==> config.mk <==
export PLATFORM = sky130hd
export DESIGN_NAME = llc_read_arbiter
export DESIGN_NICKNAME = d
export VERILOG_FILES = /design/src/rtl/llc_read_arbiter.sv
export SDC_FILE = /design/constraint.sdc
export NUM_CORES = 1
export LEC_CHECK = 0
export BUFFER_PORTS_ARGS = -buffer_cell sky130_fd_sc_hd__clkbuf_2
export CAP_MARGIN = 20
export CORE_AREA = 5 5 469 471
export CTS_CLUSTER_SIZE = 28
export DETAILED_ROUTE_END_ITERATION = 8
export DIE_AREA = 0 0 474 476
export GPL_TIMING_DRIVEN = 0
export PLACE_DENSITY_LB_ADDON = 0.3
export SLEW_MARGIN = 20
export SYNTH_ARGS = -nofsm -noshare
export SYNTH_HDL_FRONTEND = slang
export SYNTH_SLANG_ARGS = --single-unit
==> constraint.sdc <==
create_clock -name clk -period 1.6 [get_ports clk]
set_clock_uncertainty 0.05 [all_clocks]
set_input_delay 0.24 -clock clk [delete_from_list [all_inputs] [get_ports clk]]
set_output_delay 0.24 -clock clk [all_outputs]
set_load 0.01 [all_outputs]
==> src/rtl/llc_read_arbiter.sv <==
// Round-robin arbiter sharing one LLC read port among NUM_REQ requesters.
// One outstanding request; address held on the LLC port until it reports a hit.
module llc_read_arbiter #(
  parameter int NUM_REQ        = 2,
  parameter int TIMEOUT_CYCLES = 1024,
  parameter int OWN_W          = (NUM_REQ > 1) ? $clog2(NUM_REQ) : 1
) (
  input  logic                   clk,
  input  logic                   reset,
  input  logic [64*NUM_REQ-1:0]  rq_addr,
  input  logic [NUM_REQ-1:0]     rq_valid,
  output logic [511:0]           rq_data,
  output logic [NUM_REQ-1:0]     rq_data_valid,
  output logic [63:0]            llc_addr,
  output logic                   llc_addr_valid,
  input  logic [511:0]           llc_data,
  input  logic                   llc_data_valid,
  output logic                   busy,
  output logic [OWN_W-1:0]       owner,
  output logic                   err_timeout
);

  localparam int CNT_W = $clog2(TIMEOUT_CYCLES + 1);

  typedef enum logic [1:0] {
    IDLE,
    WAIT,
    RESP
  } state_t;

  state_t           state_q, state_d;
  logic [OWN_W-1:0] owner_q, owner_d;
  logic [OWN_W-1:0] last_q, last_d;
  logic [OWN_W-1:0] win_idx;
  logic             win_found;
  logic [63:0]      addr_q, addr_d;
  logic [511:0]     data_q, data_d;
  logic [CNT_W-1:0] wcnt_q, wcnt_d;
  logic             err_q, err_d;

  // first pending requester after the last grant, wrapping
  always_comb begin
    win_found = 1'b0;
    win_idx   = '0;
    for (int k = 1; k <= NUM_REQ; k++) begin
      if (!win_found && rq_valid[(int'(last_q) + k) % NUM_REQ]) begin
        win_found = 1'b1;
        win_idx   = OWN_W'((int'(last_q) + k) % NUM_REQ);
      end
    end
  end

  always_comb begin
    state_d = state_q;
    owner_d = owner_q;
    last_d  = last_q;
    addr_d  = addr_q;
    data_d  = data_q;
    wcnt_d  = wcnt_q;
    err_d   = err_q;
    unique case (state_q)
      IDLE: begin
        if (win_found) begin
          state_d = WAIT;
          owner_d = win_idx;
          last_d  = win_idx;
          addr_d  = rq_addr[int'(win_idx)*64 +: 64];
          wcnt_d  = '0;
        end
      end
      WAIT: begin
        if (wcnt_q != '1) wcnt_d = wcnt_q + 1'b1;
        if (wcnt_q == CNT_W'(TIMEOUT_CYCLES)) err_d = 1'b1;
        if (llc_data_valid) begin
          data_d  = llc_data;
          state_d = RESP;
        end
      end
      RESP: state_d = IDLE;
      default: state_d = IDLE;
    endcase
  end

  always_ff @(posedge clk) begin
    if (reset) begin
      state_q <= IDLE;
      owner_q <= '0;
      last_q  <= OWN_W'(NUM_REQ - 1);
      addr_q  <= '0;
      data_q  <= '0;
      wcnt_q  <= '0;
      err_q   <= 1'b0;
    end else begin
      state_q <= state_d;
      owner_q <= owner_d;
      last_q  <= last_d;
      addr_q  <= addr_d;
      data_q  <= data_d;
      wcnt_q  <= wcnt_d;
      err_q   <= err_d;
    end
  end

  always_comb begin
    rq_data_valid = '0;
    if (state_q == RESP) rq_data_valid[owner_q] = 1'b1;
  end

  assign rq_data        = data_q;
  assign llc_addr       = addr_q;
  assign llc_addr_valid = (state_q == WAIT);
  assign busy           = (state_q != IDLE);
  assign owner          = owner_q;
  assign err_timeout    = err_q;

endmodule

Yosys cells after proc, flatten, opt, wreduce, memory -nomap -nowiden. Cells that the tools add are included.

$lt $le $gt $ge: 4. Add/subtract/negate cells: 3. Shifts and indexed selects: 1. Equality and inequality tests: 7. Bitwise logic cells: 2. Muxes and demuxes: 19. Reductions and logical operators: 11.

Operator list (number): 128-bit by 8-bit indexed part select with 64-bit output (1); 11-bit 2-to-1 mux (2); 11-bit one-hot mux with 2 select lines (1); 11-bit by 1-bit adder with 11-bit output, second input constant (1); 11-bit equality test, second input constant (1); 1-bit 2-to-1 mux (11); 11-bit != test, second input constant (1); 2-bit AND reduction (4); 2-bit by 3-bit less-than comparator with 1-bit output, second input constant (2); 2-bit 2-to-1 mux (3); 2-bit by 1-bit != test with 1-bit output, second input constant (2); 2-bit one-hot mux with 2 select lines (1); 2-bit nonzero test (2); 3-bit AND reduction (1); 1-bit adder, second input constant (2); 1-bit bitwise AND, first input constant (2); 2-bit by 1-bit equality test with 1-bit output, second input constant (1); 2-bit equality test, second input constant (1); 1-bit logical AND (2); 2-bit zero test (1); 1-bit by 2-bit less-than comparator with 1-bit output, second input constant (1); 2-bit != test, second input constant (1); 1-bit demux with 1-bit select (1); 1-bit >= comparator, second input constant (1); 1-bit zero test (1).

Output and inout bits: 582. Bits in registers: 592. Bits of input ports: 645.

Depth between registers and ports, before layout. Gate-level depths: netlist (run 1).

Depth in word-level cells: 11. Gate-level depth with buffers: 9. Mapped depth without buffers: 5.

Worst setup path before layout (run 1). No wires, ideal clock.

Path kind: register to register. From: reg wcnt_q[0]. To: reg wcnt_q[8]. Path buffers: 0. Setup time: 0.134 ns. Cell stages (with the launch flop): 6. Data arrival time: 1.283 ns. Required time: 1.416 ns. Period minus slack after synthesis: 1.467 ns. Path slack: 0.133 ns. Path through: dfxtp_1 > ha_1 > and4_1 > a21oi_1 > o311ai_0 > o31ai_1.

Word-level cells in the longest chain between the ends: 3.

Ends and longest elaborated chain: from (decl) (line 38) `logic [CNT_W-1:0] wcnt_q, wcnt_d;`; from (signal assigned) (line 99) `wcnt_q <= wcnt_d;`; 11-bit by 1-bit adder with 11-bit output or 11-bit != test (tied branches) (line 72) `if (wcnt_q != '1) wcnt_d = wcnt_q + 1'b1;`; 11-bit 2-to-1 mux or 2-bit by 1-bit != test with 1-bit output (tied branches); 11-bit one-hot mux with 2 select lines or 3-bit AND reduction (tied branches).

Several ways; a longest one is shown, not always the timed one. The select of a mux whose other input is x is not followed. A chain may end at the register's enable or synchronous reset.

Worst setup path after layout (run 1).
From: reg state_q[1]. To: reg data_q[233], in the netlist rq_data[233].

Word-level cells in the longest chain between the ends: 2.

Ends and longest elaborated chain: from (decl) (line 31) `state_t state_q, state_d;`; from (signal assigned) (line 94) `state_q <= state_d;`; 2-bit by 1-bit equality test with 1-bit output (line 61) `unique case (state_q)`; 2-bit AND reduction (no source line); to (signal assigned) (line 98) `data_q <= data_d;`; to (decl) (line 37) `logic [511:0] data_q, data_d;`.

Every way passes these cells.

==> impl_metrics.tcl, run 1 <==
set metrics [dict create \
    status "complete, but fails checks" \
    violations "negative setup slack" \
    placed_area_um2 31180 \
    p_leak_nw 19.66 \
    grt_pass1_wl_mm 222.4 \
    clk_latency_ps 680 \
    setup_tns_ps -53020 \
    vias 27351 \
    io_pins 1227 \
    area_growth_pct 116.3 \
    grtUsageMet1_pct 16.22 \
    async_flop_share_pct 0 \
    grt_pass1_vias 27164 \
    regArea_um2 11860 \
    timing.final.crit_share_pct 113.3 \
    syn_inst 2610 \
    fill_cells 23795 \
    drt_iter0_drc 1304 \
    hold_end "wcnt_q[9]" \
    first_pass_iters 5 \
    rsz0062_at_grt "true" \
    ys_seq_area_share_pct 55.19 \
    die-height_um 476 \
    wl_per_cell_um 23.53 \
    r2r_end "rq_data[233]" \
    ant_nets 0 \
    overflow 0 \
    cts-htree-levels 3 \
    syn_nets 3257 \
    die_x_um 474 \
    hp-class "in -> reg" \
    final_cells 7589 \
    place_hpwl_mm 143.0 \
    clkSinkCount 592 \
    ys_ff_latch 592 \
    slew_violations 0 \
    ys_warn_count 0 \
    clock-root-buffer "clkbuf_16" \
    dp_slack_ps -1301 \
    synth_cell_type_count 41 \
    hold_viol_final 0 \
    end_kind "flip-flop" \
    setup_viol 525 \
    fin_util_pct 21.54 \
    crit_required_ps 2130 \
    drive_gt1_share_pct 46.55 \
    worstReg2RegStart "state_q[1]" \
    port_buffers 1225 \
    grt_max_degree 13 \
    drc 0 \
    start_util_pct 9.956 \
    cap_violations 0 \
    viasPerCell 3.604 \
    path_clk_slew_ps 60 \
    arrival_ps 2340 \
    min_period_ps 1813 \
    dieArea_um2 225600 \
    synth_edf_count 0 \
    power_density_nw_per_um2 949.8 \
    core-area_um2 215700 \
    cts_inserted_buffers 80 \
    cts_tree "done" \
    num-nets-final 5308 \
    met2_usage_pct 25.05 \
    vdd_drop_max_mv 0.6439 \
    r2r_slack_ps -210 \
    finish.instance_area_um2 46450 \
    antenna_found_initial 67 \
    syn_avg_cell_area_um2 8.227 \
    start_kind "flip-flop" \
    drt-total-wl_mm 178.6 \
    synth_area_um2 21470 \
    cts_buffer_depth 3 \
    design_power_total_mw 44.12 \
    multi_input_area_um2 11200 \
    track_usage_pct 14.29 \
    gp_congestion 0.9555 \
    maxSlewHeadroom_pct 30.94 \
    hold_start "reset" \
    hold-worst-slack_ps 132.5 \
    cp_max_fo 6 \
    met3_usage_pct 4.426 \
    holdPathStages 3 \
    max_freq_mhz 551.6 \
    tightest_slew_ps 1036 \
    rows 171 \
    synth_ff_type "dfxtp_1" \
    setup_slack_ps -213.0 \
    post-place-cells 6689 \
    worstRegToRegCells 11 \
    path_class "reg -> reg" \
    gr-max-usage-layer "met2" \
]
-- worst max-delay path, cell delays in order, from the launching register on --
cell and delay [ps]:
dfxtp_2 360, nand2b_4 150, inv_4 40, buf_8 120, buf_12 120, nand2_8 60, buf_12 140, buf_12 140
buf_16 150, clkbuf_16 180, nand2_4 50, a21oi_2 110
-- worst max-delay path by stage --
stage,startpoint,endpoint,depth (start not counted)
3_5_place_dp,reset,rq_data[430],5
3_3_place_gp,reset,rq_data[284],5
6_report,state_q[1],rq_data[233],11
2_1_floorplan,wcnt_q[0],wcnt_q[8],5
5_1_grt,state_q[1],llc_addr_valid,4
4_1_cts,state_q[1],llc_addr_valid,5
-- cell usage in the layout, fill, tap and decap left out, types with 6 or more instances in the layout --
cell	instances
buf_6	27
a211oi_1	65
mux2i_1	64
diode_2	15
buf_2	15
buf_4	24
clkbuf_2	1231
nor2_1	74
nand2_4	211
buf_8	43
nand2_2	105
nand2_1	716
a21oi_2	257
clkbuf_1	68
dfxtp_1	587
clkinv_2	13
dlygate4sd3_1	643
bufinv_16	6
clkbuf_8	17
buf_12	60
a21oi_1	262
buf_16	12
clkbuf_16	140
-- where the power goes --
group / switching, mW / internal [mW]
Sequential: 0.561 / 15.5
Combinational: 4.85 / 4.26
Clock: 7.80 / 11.1
-- synth_stat cells, types with 4 or more instances --
master,n,share of area (%)
nand2_1,1033,18
dfxtp_1,592,55
a21oi_1,519,12
nor2_1,76,1.3
a211oi_1,65,2.3
clkbuf_1,65,1.1
mux2i_1,65,3.0
buf_2,56,1.3
buf_4,40,1.4
buf_6,40,2.1
nand2b_1,5,0.15
and3_1,4,0.12
inv_1,4,0.070
-- registers in the layout, indices dropped and copies added, names as in the netlist --
| signal | cells |
|---|---|
| last_q | 1 |
| state_q | 2 |
| rq_data | 512 |
| llc_addr | 64 |
| wcnt_q | 11 |
| owner | 1 |
| err_timeout | 1 |
-- layout make-up --
class | count | area share (%)
antenna | 15 | 0.08080
buffer | 195 | 4.598
clock buffer | 111 | 4.951
clock inverter | 30 | 0.8969
inverter | 5 | 0.04579
multi-input combinational | 1810 | 24.11
sequential | 592 | 25.53
tap | 2854 | 7.687
timing repair buffer | 1977 | 32.10
-- per-layer routing --
metal	up-vias	share of wire, %
met5	-	0.071
met4	20	4.2
met3	306	8.0
met2	1278	48
met1	13013	39
li1	12734	-
-- cell families after synthesis --
| family | synth area share (%) |
|---|---|
| compound gates | 15.06 |
| fa+ha+maj | 0.1165 |
| mux | 3.030 |
| simple gates | 20.42 |
| buf+inv | 6.183 |
| flops | 55.19 |
-- repair_timing --
item / in CTS / in global routing
hold endpoints to repair: 578 / 0
buffers inserted: 26 / 22
cloned: 5 / 60
pin swaps: 47 / 393
gates resized for setup: 187 / 947
hold buffers: 643 / 0
setup endpoints to repair: 795 / 712
Power figures use the tool's default switching activity.
==> run 2, diff against run 1 <==
--- a/config.mk
+++ b/config.mk
@@ -5,12 +5,13 @@
 export SDC_FILE = /design/constraint.sdc
 export NUM_CORES = 1
 export LEC_CHECK = 0
+export ABC_AREA = 1
 export BUFFER_PORTS_ARGS = -buffer_cell sky130_fd_sc_hd__clkbuf_2
 export CAP_MARGIN = 20
-export CORE_AREA = 5 5 469 471
+export CORE_AREA = 5 5 474 476
 export CTS_CLUSTER_SIZE = 28
 export DETAILED_ROUTE_END_ITERATION = 8
-export DIE_AREA = 0 0 474 476
+export DIE_AREA = 0 0 479 481
 export GPL_TIMING_DRIVEN = 0
 export PLACE_DENSITY_LB_ADDON = 0.3
 export SLEW_MARGIN = 20
==> run 2 against run 1 <==
  * The flow still finishes with violations (negative setup slack)
  * Power is 0.72% lower
  * Critical path depth is 3 higher
  * Utilization is 0.48 points lower
  * Wire length is 7.7% higher
  * Sequential power hardly changed
  * Register-to-register slack worse by 180 ps
  * Sequential share of layout area hardly changed
  * Maximum frequency is 9.1% lower
  * Critical path type unchanged
  * Largest cell class unchanged
==> impl_metrics.tcl, run 2 <==
set metrics [dict create \
    wl_per_cell_um 24.76 \
    synth_area_um2 21920 \
    path_class "reg -> reg" \
    cp_max_fo 6 \
    ant_nets 0 \
    drt-total-wl_mm 192.4 \
    tightest_slew_ps 1051 \
    crit_path_start "state_q[1]" \
    min_period_ps 1994 \
    largest_reg_flops 512 \
    worstReg2RegStart "state_q[1]" \
    grt_pass1_wl_mm 251.8 \
    slew_violations 0 \
    netlist.area_leader.share_pct 54.08 \
    power_density_nw_per_um2 942.8 \
    fin_util_pct 21.06 \
    start_util_pct 9.936 \
    dieArea_um2 230400 \
    cts_tree "done" \
    crit_required_ps 2090 \
    finish.instance_area_um2 46460 \
    ys_seq_area_share_pct 54.08 \
    start_kind "flip-flop" \
    max_freq_mhz 501.5 \
    async_flop_share_pct 0 \
    rows 173 \
    drt_iter0_drc 1539 \
    ys_warn_count 0 \
    syn_inst 2768 \
    end_kind "flip-flop" \
    ys_ff_latch 592 \
    final_cell_mix "clkbuf_2, dlygate4sd3_1, dfxtp_1" \
    hold_viol_final 0 \
    multi_input_area_um2 11700 \
    antenna_found_initial 54 \
    cap_violations 0 \
    regArea_um2 11860 \
    maxSlewHeadroom_pct 29.91 \
    first_pass_iters 6 \
    clock-root-buffer "clkbuf_16" \
    syn_nets 3415 \
    num-nets-final 5450 \
    hp-class "in -> reg" \
    clk_latency_ps 700 \
    p_leak_nw 18.96 \
    gp_congestion 0.9225 \
    hold-worst-slack_ps 135.3 \
    netlist_top_cells_area "dfxtp_1, nand3_1, a21oi_1" \
    core-area_um2 220600 \
    io_pins 1227 \
    vdd_drop_max_mv 0.7162 \
    synth_edf_count 0 \
    setup_viol 596 \
    synth_cell_type_count 30 \
    arrival_ps 2480 \
    placed_area_um2 31690 \
    overflow 0 \
    violations "negative setup slack" \
    timing.final.crit_share_pct 124.6 \
    fill_cells 24500 \
    drive_gt1_share_pct 46.21 \
    die_x_um 479 \
    clkSinkCount 592 \
    synth.largest_area_cell "dfxtp_1" \
    drc 0 \
    status "complete, but fails checks" \
    cts_inserted_buffers 76 \
    area_growth_pct 112.0 \
    path_clk_slew_ps 70 \
    synth.most_common_cell "nand2_1" \
    place_hpwl_mm 153.3 \
    synth_ff_type "dfxtp_1" \
    die-height_um 481 \
    setup_tns_ps -134120 \
    synth_commonest_cells "nand2_1, dfxtp_1, nand3_1" \
    vias 29632 \
    syn_avg_cell_area_um2 7.918 \
    track_usage_pct 15.65 \
    cts-htree-levels 3 \
    final_common_cell "clkbuf_2" \
    port_buffers 1224 \
    setup_slack_ps -393.8 \
    viasPerCell 3.813 \
    hold_start "rq_valid[0]" \
    cts_buffer_depth 3 \
    grt_max_degree 13 \
    rsz0062_at_grt "true" \
    grt_pass1_vias 30048 \
]
## run 2: path summary, 6_finish.rpt
check                  to  slack (ps)  depth (start not counted)
min          llc_addr[12]         140                          6
max reg2reg  rq_data[317]        -390                         14
max          rq_data[317]        -390                         14
min reg2reg   err_timeout         400                          2
## run 2: final cells by class
type | count | share of cell area, %
Antenna cell | 18 | 0.09696
Buffer | 263 | 4.587
Clock buffer | 114 | 4.810
Clock inverter | 28 | 0.6545
Inverter | 17 | 0.1778
Multi-Input combinational cell | 1894 | 25.19
Sequential cell | 592 | 25.52
Tap cell | 2887 | 7.775
Timing Repair Buffer | 1959 | 31.18
## run 2: kinds of logic (layout without fill, tap and decap cells)
group                    Yosys count  in the layout  share of synthesized area [%]
adder cells (fa/ha/maj)            2              2                         0.1142
AO/OA/AOI/OAI                    653            653                          15.32
buffers and inverters            282           2381                          5.932
XOR/XNOR                           2              2                        0.07994
AND/OR/NAND/NOR                 1237           1237                          24.47
other                              0             18                              0
flip-flops                       592            592                          54.08
## run 2: where the power goes
group	total [mW]	internal, mW	switching (mW)
sequential	16.2	15.6	0.648
combinational	9.65	4.25	5.41
clock	18.0	10.2	7.71
total	43.8	30.0	13.8
## run 2: repair_timing
item | in CTS | in global routing
pin swaps | 23 | 58
cloned | 35 | 17
endpoints found under the hold margin | 576 | 0
hold buffers | 641 | 0
resized for setup | 732 | 449
setup endpoints to repair | 806 | 864
setup buffers | 35 | 11
## run 2: routing by layer
metal / part of all wire, % / global-route usage [%]
met1: 40 / 18.80
met2: 46 / 26.10
met3: 10 / 6.083
met4: 3.0 / 4.139
met5: 0.067 / 0
## run 2: per-stage QoR
| step | setup WS, ps | std cells | power (mW) |
|---|---|---|---|
| after floorplan | 249.9 | 2768 | 18.89 |
| after global placement | -1652 | 6879 | 22.67 |
| after detailed placement | -1277 | 6881 | 22.69 |
| after CTS | -586.8 | 7732 | 43.86 |
| after global routing | -517.5 | 7765 | 45.59 |
| final | -393.8 | 7772 | 43.80 |
## run 2: worst max-delay path, stage by stage (launching register included)
cell and delay (ps):
dfxtp_2 330, inv_4 70, nand2_8 70, inv_16 80, buf_4 110, buf_6 90, buf_6 100, nand2_8 60
buf_12 160, buf_12 140, buf_16 150, buf_12 130, clkbuf_16 140, nand2_1 60, a21oi_1 60
==> run 3, diff against run 2 <==
--- a/config.mk
+++ b/config.mk
@@ -14,6 +14,7 @@
 export DIE_AREA = 0 0 479 481
 export GPL_TIMING_DRIVEN = 0
 export PLACE_DENSITY_LB_ADDON = 0.3
+export REMOVE_ABC_BUFFERS = 1
 export SLEW_MARGIN = 20
 export SYNTH_ARGS = -nofsm -noshare
 export SYNTH_HDL_FRONTEND = slang
==> run 3 against run 2 <==
  * The run still ends with negative setup slack left
  * First-iteration DRC count increased by 4.5%
  * Die area is the same
  * Critical path depth shrank 1
  * Register-to-register slack about the same
  * Hold slack worse by 26 ps
  * Non-clock buffer count down 107
  * Utilization about the same
  * Sequential share of layout area hardly changed
  * Wire length down 2.6%
  * Power rose by 5.8%
  * Global-route usage down 0.38 points
  * Combinational power up 9%
  * Critical path type unchanged
  * Highest routed layer unchanged
==> impl_metrics.tcl, run 3 (synthesized netlist as in run 2, its figures left out) <==
set metrics [dict create \
    status "complete, but fails checks" \
    violations "negative setup slack" \
    fill_cells 24261 \
    setup_viol 602 \
    cts_inserted_buffers 84 \
    timing.final.crit_share_pct 124.2 \
    slew_violations 0 \
    grt_max_degree 108 \
    drive_gt1_share_pct 39.42 \
    cp_max_fo 7 \
    setup_slack_ps -388.0 \
    area_growth_pct 111.6 \
    start_kind "flip-flop" \
    start_util_pct 9.936 \
    rows 173 \
    grt_pass1_wl_mm 246.6 \
    vdd_drop_max_mv 0.6819 \
    maxSlewHeadroom_pct 30.66 \
    placed_area_um2 31180 \
    p_leak_nw 19.13 \
    drc 0 \
    clk_latency_ps 690 \
    gp_congestion 0.9455 \
    rsz0062_at_grt "true" \
    antenna_found_initial 67 \
    finish.instance_area_um2 46380 \
    path_clk_slew_ps 60 \
    wl_per_cell_um 24.37 \
    clock-root-buffer "clkbuf_16" \
    hold_viol_final 0 \
    first_pass_iters 5 \
    design_power_total_mw 46.36 \
    min_period_ps 1988 \
    die_x_um 479 \
    port_buffers 1226 \
    cts-htree-levels 3 \
    crit_required_ps 2080 \
    vias 29281 \
    cts_tree "done" \
    hold-worst-slack_ps 109.1 \
    num-nets-final 5354 \
    cap_violations 0 \
    end_kind "flip-flop" \
    final_cell_mix "clkbuf_2, dlygate4sd3_1, dfxtp_1" \
    tightest_slew_ps 1037 \
    arrival_ps 2460 \
    core-area_um2 220600 \
    viasPerCell 3.809 \
    post-place-cells 6642 \
    drt-total-wl_mm 187.3 \
    power_density_nw_per_um2 999.7 \
    largest_reg_flops 512 \
    final_cells 7687 \
    grt_pass1_vias 29377 \
    final_common_cell "clkbuf_2" \
    max_freq_mhz 503.0 \
    place_hpwl_mm 113.5 \
    cts_buffer_depth 3 \
    hp-class "in -> reg" \
    overflow 0 \
    track_usage_pct 15.27 \
    drt_iter0_drc 1609 \
    clkSinkCount 592 \
    path_class "reg -> reg" \
    fin_util_pct 21.03 \
    die-height_um 481 \
    io_pins 1227 \
    dieArea_um2 230400 \
    dp_slack_ps -1394 \
    ant_nets 0 \
    setup_tns_ps -127870 \
]
## run 3: area by class of cell
cell class / instances / area, µm² / area share, %
clock buffer: 115 / 2370 / 5.110
timing repair inverter: 2 / 17.52 / 0.03777
sequential: 592 / 11860 / 25.57
timing repair buffer: 2115 / 17920 / 38.64
multi-input combinational: 1895 / 9965 / 21.49
clock inverter: 36 / 465.4 / 1.004
tap: 2887 / 3612 / 7.789
antenna: 28 / 70.07 / 0.1511
inverter: 17 / 101.3 / 0.2185
## run 3: final timing paths
| path | from | end | slack, ps | depth (start not counted) |
|---|---|---|---|---|
| max reg2reg | state_q[1] | rq_data[439] | -390 | 13 |
| min | llc_data_valid | rq_data[193] | 110 | 4 |
| max | state_q[1] | rq_data[439] | -390 | 13 |
| min reg2reg | rq_data[406] | rq_data[406] | 410 | 2 |
## run 3: power breakdown
group | switching (mW) | internal [mW] | total, mW
clock | 8.13 | 11.7 | 19.8
sequential | 0.489 | 15.6 | 16.0
combinational | 5.54 | 4.95 | 10.5
## run 3: per-layer routing
| layer | routed length [µm] | global-route usage (%) |
|---|---|---|
| met3 | 16160 | 5.105 |
| met1 | 78730 | 18.77 |
| met5 | 241 | 0 |
| met4 | 7541 | 5.862 |
| met2 | 84640 | 24.69 |
## run 3: timing repair
action	CTS	global route
pin swaps	23	52
endpoints found under the setup margin	707	678
hold buffers	649	0
resized for setup	214	310
cloned	108	10
setup buffers	88	32
hold endpoints to repair	576	0
## run 3: worst max-delay path, cell delays in order, from the launching register on
cell     delay (ps)
dfxtp_2         330
inv_4            70
nand2_8          70
inv_16           60
buf_6           100
buf_16          160
nand2_8         100
buf_6           150
buf_16          150
buf_12          140
buf_12          120
buf_16          140
nand2_2          60
a21oi_1          60
